[config.mk]
export PLATFORM = sky130hd
export DESIGN_NAME = prince_sbox_cms_pipe
export DESIGN_NICKNAME = d
export VERILOG_FILES = /design/src/rtl/prince_cms_pkg.sv /design/src/rtl/prince_cms_domain.sv /design/src/rtl/prince_sbox_cms_pipe.sv
export SDC_FILE = /design/constraint.sdc
export NUM_CORES = 2
export LEC_CHECK = 0
export ABC_CLOCK_PERIOD_IN_PS = 3500
export BUFFER_PORTS_ARGS = -buffer_cell sky130_fd_sc_hd__buf_2
export CORE_AREA = 2 2 497 499
export DETAILED_ROUTE_END_ITERATION = 10
export DIE_AREA = 0 0 499 501
export GPL_TIMING_DRIVEN = 0
export PLACE_DENSITY = 0.44
export SLEW_MARGIN = 5
export SYNTH_ARGS = -nofsm -noshare
export SYNTH_HDL_FRONTEND = slang
export SYNTH_SLANG_ARGS = --single-unit
[constraint.sdc]
create_clock -name clk -period 3.5 [get_ports clk]
set_input_delay 0.35 -clock clk [delete_from_list [all_inputs] [get_ports clk]]
set_output_delay 0.35 -clock clk [all_outputs]
set_load 0.005 [all_outputs]
[src/rtl/prince_cms_pkg.sv]
// Shared constants for the masked PRINCE S-box layer: S-box tables, ANF masks
// derived from them, and the share-domain assignment rule.
package prince_cms_pkg;

    localparam int NUM_DOMAINS   = 16;
    localparam int RAND_PER_SBOX = 64;

    // Nibble x of a table lives at bits [4x+3:4x].
    localparam logic [63:0] SBOX_TAB = 64'h4D5E087619CA23FB;
    localparam logic [63:0] SINV_TAB = 64'h1CE5046A98DF237B;

    // Moebius transform of one output bit: bit m of the result is the ANF
    // coefficient of the monomial whose variable set is m.
    function automatic logic [15:0] anf_mask(input logic [63:0] tab, input int bit_i);
        logic [15:0] f;
        for (int x = 0; x < 16; x++)
            f[x] = tab[4*x + bit_i];
        for (int i = 0; i < 4; i++)
            for (int x = 0; x < 16; x++)
                if (((x >> i) & 1) == 1)
                    f[x] = f[x] ^ f[x ^ (1 << i)];
        return f;
    endfunction

    localparam logic [3:0][15:0] ANF_FWD = {anf_mask(SBOX_TAB, 3), anf_mask(SBOX_TAB, 2),
                                            anf_mask(SBOX_TAB, 1), anf_mask(SBOX_TAB, 0)};
    localparam logic [3:0][15:0] ANF_INV = {anf_mask(SINV_TAB, 3), anf_mask(SINV_TAB, 2),
                                            anf_mask(SINV_TAB, 1), anf_mask(SINV_TAB, 0)};

    // Absent variables take share index 0, so the domain is the tuple masked
    // down to the monomial's variables.
    function automatic logic [3:0] domain_of(input logic [3:0] mono, input logic [3:0] tup);
        return tup & mono;
    endfunction

endpackage

[src/rtl/prince_cms_domain.sv]
// One channel of CMS domain expansion: 16 share domains of a 4-bit S-box.
// With PRINCE_CMS_INV_EN defined, inv_i selects the inverse S-box ANF.
module prince_cms_domain
    import prince_cms_pkg::*;
(
`ifdef PRINCE_CMS_INV_EN
    input  logic                         inv_i,
`endif
    input  logic [3:0]                   share0_i,
    input  logic [3:0]                   share1_i,
    output logic [NUM_DOMAINS-1:0][3:0]  dom_o
);

    logic             inv_sel;
    logic [3:0][15:0] anf_sel;

`ifdef PRINCE_CMS_INV_EN
    assign inv_sel = inv_i;
`else
    assign inv_sel = 1'b0;
`endif

    // Domain k only ever reads share k[i] of variable i.
    function automatic logic share_prod(input logic [3:0] mono, input logic [3:0] dom,
                                        input logic [3:0] s0, input logic [3:0] s1);
        logic p;
        p = 1'b1;
        for (int i = 0; i < 4; i++)
            if (mono[i])
                p = p & (dom[i] ? s1[i] : s0[i]);
        return p;
    endfunction

    always_comb begin
        anf_sel = inv_sel ? ANF_INV : ANF_FWD;
        dom_o   = '0;
        for (int k = 0; k < NUM_DOMAINS; k++)
            for (int j = 0; j < 4; j++)
                for (int m = 0; m < 16; m++)
                    if (anf_sel[j][m] && (domain_of(4'(m), 4'(k)) == 4'(k)))
                        dom_o[k][j] = dom_o[k][j] ^ share_prod(4'(m), 4'(k), share0_i, share1_i);
    end

endmodule

[src/rtl/prince_sbox_cms_pipe.sv]
// Two-stage first-order CMS-masked PRINCE S-box layer with valid/ready flow.
// Optional inverse S-box selection via PRINCE_CMS_INV_EN.
module prince_sbox_cms_pipe
    import prince_cms_pkg::*;
#(
    parameter  int NUM_SBOX = 16,
    localparam int DATA_W   = 4 * NUM_SBOX,
    localparam int RAND_W   = RAND_PER_SBOX * NUM_SBOX
) (
    input  logic              clk,
    input  logic              rst_n,
    input  logic              in_valid_i,
    output logic              in_ready_o,
`ifdef PRINCE_CMS_INV_EN
    input  logic              inv_i,
`endif
    input  logic [DATA_W-1:0] share0_i,
    input  logic [DATA_W-1:0] share1_i,
    input  logic [RAND_W-1:0] rand_i,
    output logic              out_valid_o,
    input  logic              out_ready_i,
    output logic [DATA_W-1:0] share0_o,
    output logic [DATA_W-1:0] share1_o
);

    logic [NUM_SBOX-1:0][NUM_DOMAINS-1:0][3:0] dom_c;
    logic [NUM_SBOX-1:0][NUM_DOMAINS-1:0][3:0] d1_q;
    logic                                      v1_q;
    logic                                      v2_q;
    logic [DATA_W-1:0]                         sh0_d, sh1_d;
    logic [DATA_W-1:0]                         sh0_q, sh1_q;
    logic                                      adv2;
    logic                                      accept;

    assign adv2        = !v2_q || out_ready_i;
    assign in_ready_o  = !v1_q || adv2;
    assign accept      = in_valid_i && in_ready_o;
    assign out_valid_o = v2_q;
    assign share0_o    = sh0_q;
    assign share1_o    = sh1_q;

    for (genvar c = 0; c < NUM_SBOX; c++) begin : g_ch
        prince_cms_domain u_dom (
`ifdef PRINCE_CMS_INV_EN
            .inv_i    (inv_i),
`endif
            .share0_i (share0_i[4*c +: 4]),
            .share1_i (share1_i[4*c +: 4]),
            .dom_o    (dom_c[c])
        );
    end

    // Ring refresh: every r[k] enters two neighbouring domains, so the masks
    // cancel in share0 ^ share1 while each half is re-randomised.
    always_comb begin
        sh0_d = '0;
        sh1_d = '0;
        for (int c = 0; c < NUM_SBOX; c++)
            for (int k = 0; k < NUM_DOMAINS; k++) begin
                if (k < NUM_DOMAINS / 2)
                    sh0_d[4*c +: 4] = sh0_d[4*c +: 4] ^ d1_q[c][k]
                                    ^ rand_i[RAND_PER_SBOX*c + 4*k +: 4]
                                    ^ rand_i[RAND_PER_SBOX*c + 4*((k + 1) % NUM_DOMAINS) +: 4];
                else
                    sh1_d[4*c +: 4] = sh1_d[4*c +: 4] ^ d1_q[c][k]
                                    ^ rand_i[RAND_PER_SBOX*c + 4*k +: 4]
                                    ^ rand_i[RAND_PER_SBOX*c + 4*((k + 1) % NUM_DOMAINS) +: 4];
            end
    end

    always_ff @(posedge clk or negedge rst_n) begin
        if (!rst_n) begin
            v1_q  <= 1'b0;
            v2_q  <= 1'b0;
            d1_q  <= '0;
            sh0_q <= '0;
            sh1_q <= '0;
        end else begin
            if (in_ready_o)
                v1_q <= in_valid_i;
            if (accept)
                d1_q <= dom_c;
            if (adv2) begin
                v2_q <= v1_q;
                if (v1_q) begin
                    sh0_q <= sh0_d;
                    sh1_q <= sh1_d;
                end
            end
        end
    end

endmodule

==> impl_results.md <==
* Maximum clock insertion buffer count at 3
* Design Power at about 32 mW
* Syn_area_per_cell at roughly 9.6 sq um
* Final setup fails at 0
* IO Pins at around 1.3k
* CTS Buf Count at between 90 and 100
* Arr. time, crit path at 3.41 ns
* Root Buffer: clkbuf_16
* CP max-delay cell: clkbuf_1
* Initial Util at 0.174
* Post-CTS setup repair buffer count at 0
* CP cell instances: nand2b_1 -> nand2_1 -> buf_4 -> clkbuf_1 -> o21ai_0
* Full die area at between 200000 and 250000 sq um
* H-Tree Depth at 3
* CP endpoint kind: register
* Critical Setup Path Class: register to register
* Endpoints failing hold at 0
* Clk sinks at 818
* Yosys warns at 0
* Fin crit period at 2.87 ns
* Switching share of power at 0.352
* Share of the synthesized area in the top cell type at 0.482
* Crit path max fanout at 10
* Vias at 35.4k
* Router iterations before antenna repair at 5
* Status: complete, no violations
* Vias in the first global route at about 36k
* Routed length per instance at approximately 25 um
* Drt drc at 0
* Kind of cell adding the most delay to the critical path: buffers and inverters
* Gpl congestion at between 0.8 and 0.9
* Post-route setup TNS at 0 ns
* IO buf count at approximately 320
* Mapped Nets at 5593
* Area leader, netlist: dfrtp_1
* Netlist cell types at 33
* Logic pwr share at 0.279
* Critical Path RT at about 4.0 ns
* Layout area overhead at 23.4%
* RSZ-0062 raised after global routing: no
* Top post-synthesis cells by area: dfrtp_1 (48%), xnor2_1 (14%), nand2_1 (9.3%)
* Placed wire-length estimate at around 150000 um
* Hold Crit Class: input pin to register
* Die Height at ~500 um
* Pwr dens at approximately 610 nW/um^2
* Clock skew at roughly 0.073 ns
* Sequential share of power at 0.376
* Synth Instances at roughly 4.4k
* Via density per instance at 4.30
* Iter 0 DRT Violations at just under 3k
* Placed insts at about 8.0k
* Net Switching at 11.2 mW
* FMAX at ~350 MHz
* Crit start category: register
* Max Slew Vio Count at 0
* Area post-placement at ~48000 sq um
* Worst VDD drop at 414 uV
* Core region area at 245000 sq um
* # rows at 182
* Max Cap Violations at 0
* #FFs+latches synth at 818
* Leakage power at ~22 nW
* Worst-skew pair later-pin latency at around 0.76 ns
* Post-route ant nets at 0
* Share of layout cells above drive strength 1 at 0.138
* Largest net degree at the start of global routing at 106
* Layout net count at 6068
* Final Instance Area at between 50000 and 60000 sq um
* Post-synthesis cell area at 42500 sq um
* Initial antenna violation count at 70
* Die width at between 400 and 500 um
* Util after Layout at 0.214
* Sequential fraction of the synthesis area at 0.482
* Crit-path max cell delay at roughly 1.0 ns
* CTS resizes at 0
* Least-Margin Pin Slew at 1.34 ns
* Relative slew slack at 0.104
* Pint at 20.7 mW
* Post-Layout Cell Count at around 8k
* GRT overflow at 0
* Clk slew on worst S/H paths at around 0.060 ns
* Routed WL at approximately 210000 um
* Clock power frac at 0.345
* Quantity of hold-fixing buffers added after cts at between 40 and 50
* Period utilization at 0.819
* GRT Total Usage at 0.161
* Buf/Inv on CP at 2
* Global-route wire length before repair at between 200000 and 300000 um
* CTS tree: built
-- worst reg2reg max path, delay by kind of cell (launching register included) --
family	cells	cell delay [ns]
and+or+nand+nor	2	0.50
buffers and inverters	2	1.47
AOI/OAI and AO/OA	1	0.30
DFF	1	0.40
-- cell families (layout without fill, tap and decap cells) --
family,after synthesis,count (layout),share of synthesized area
other cells,0,19,0
buf+inv,398,954,0.0451
simple gates,1441,1441,0.142
fa+ha+maj,16,16,0.00377
mux,13,13,0.00333
compound gates,899,899,0.133
flops,818,818,0.482
xor+xnor,852,852,0.191
-- final timing paths --
kind                       slack, ns                        to  cells after the start                      from
hold / removal                  0.06     d1_q[473]$_DFFE_PN0P_                      3              share0_i[28]
min in group asynchronous       0.17     d1_q[729]$_DFFE_PN0P_                      2                     rst_n
hold reg to reg                 0.47  share1_o[16]$_DFFE_PN0P_                      2  share1_o[16]$_DFFE_PN0P_
max in group asynchronous       1.05     d1_q[230]$_DFFE_PN0P_                      6                     rst_n
setup / recovery                0.63  share1_o[22]$_DFFE_PN0P_                      5   out_valid_o$_DFFE_PN0P_
setup reg to reg                0.63  share1_o[22]$_DFFE_PN0P_                      5   out_valid_o$_DFFE_PN0P_
-- power by group through the flow --
stage                     clock network, mW  logic, mW  registers, mW
after floorplan                           0       4.71           11.9
after global routing                   11.6       9.58           12.2
after global placement                    0       8.88           12.1
after CTS                              11.2       9.07           12.0
after detailed placement                  0       8.96           12.2
final                                  11.0       8.92           12.0
-- cell usage in the layout, fill, tap and decap left out, types with 6 or more instances in the layout --
cell / n
o31ai_1: 292
o41ai_1: 42
buf_2: 446
dfrtp_1: 818
buf_4: 22
clkbuf_8: 26
o21ai_1: 8
xor2_1: 102
nand3_1: 179
o41ai_2: 6
inv_1: 62
buf_1: 23
a21oi_1: 36
nor2b_1: 65
clkbuf_1: 159
clkinv_2: 11
clkbuf_16: 99
dlygate4sd3_1: 46
xnor2_1: 694
buf_16: 10
diode_2: 19
xnor3_1: 48
xnor2_2: 6
nand2b_1: 76
o221ai_1: 16
buf_6: 27
o21ai_0: 461
mux2_2: 9
bufinv_16: 8
o21a_1: 16
nand2_1: 1058
and2_1: 11
maj3_1: 16
o2111ai_1: 16
nor2_1: 45
-- synth_stat cells --
master and number:
nand3_1 179, xnor3_1 48, nand2_2 1, nand2b_1 76
o41ai_1 42, o211ai_1 2, nor2b_1 65, nor2_1 45
o2111ai_1 16, mux2i_1 4, nand4_1 5, xor2_1 104
clkbuf_1 136, o21ai_0 461, and2_1 11, o41ai_2 6
mux2_2 9, o31ai_1 292, dfrtp_1 818, nand3b_4 1
o21ai_1 8, xnor2_1 700, buf_6 24, buf_1 25
a21boi_0 4, o221ai_1 16, nand2_1 1058, o21a_1 16
a21oi_1 36, buf_4 22, buf_2 129, inv_1 62
maj3_1 16
-- state kept, by name, indices dropped and copies added (netlist names) --
register,count
d1_q,688
out_valid_o,1
share0_o,64
share1_o,64
v1_q,1
-- area by class of cell --
cell class / count / area (sq um)
Clock inverter: 30 / 484
Fill cell: 27000 / 192000
Timing Repair Buffer: 375 / 2360
Clock buffer: 151 / 2930
Tap cell: 3220 / 4030
Buffer: 336 / 1690
Multi-Input combinational cell: 3221 / 20200
Inverter: 62 / 233
Antenna cell: 19 / 47.5
Sequential cell: 818 / 20500
-- metrics by stage --
step | hold WS [ns] | setup WS [ns]
global route | 0.0423 | 0.452
detailed placement | 0.374 | 0.387
global placement | 0.465 | -17.13
finish | 0.0600 | 0.633
CTS | 0.00197 | 0.445
floorplan | 0.0544 | 2.07
-- metal layers --
metal / up-vias / track usage / routed length, um
li1: 15800 / - / -
met1: 18000 / 0.215 / 90200
met2: 1260 / 0.259 / 95100
met3: 321 / 0.0334 / 13500
met4: 36 / 0.0537 / 7130
met5: - / 0 / 239
Power figures use the tool's default switching activity.
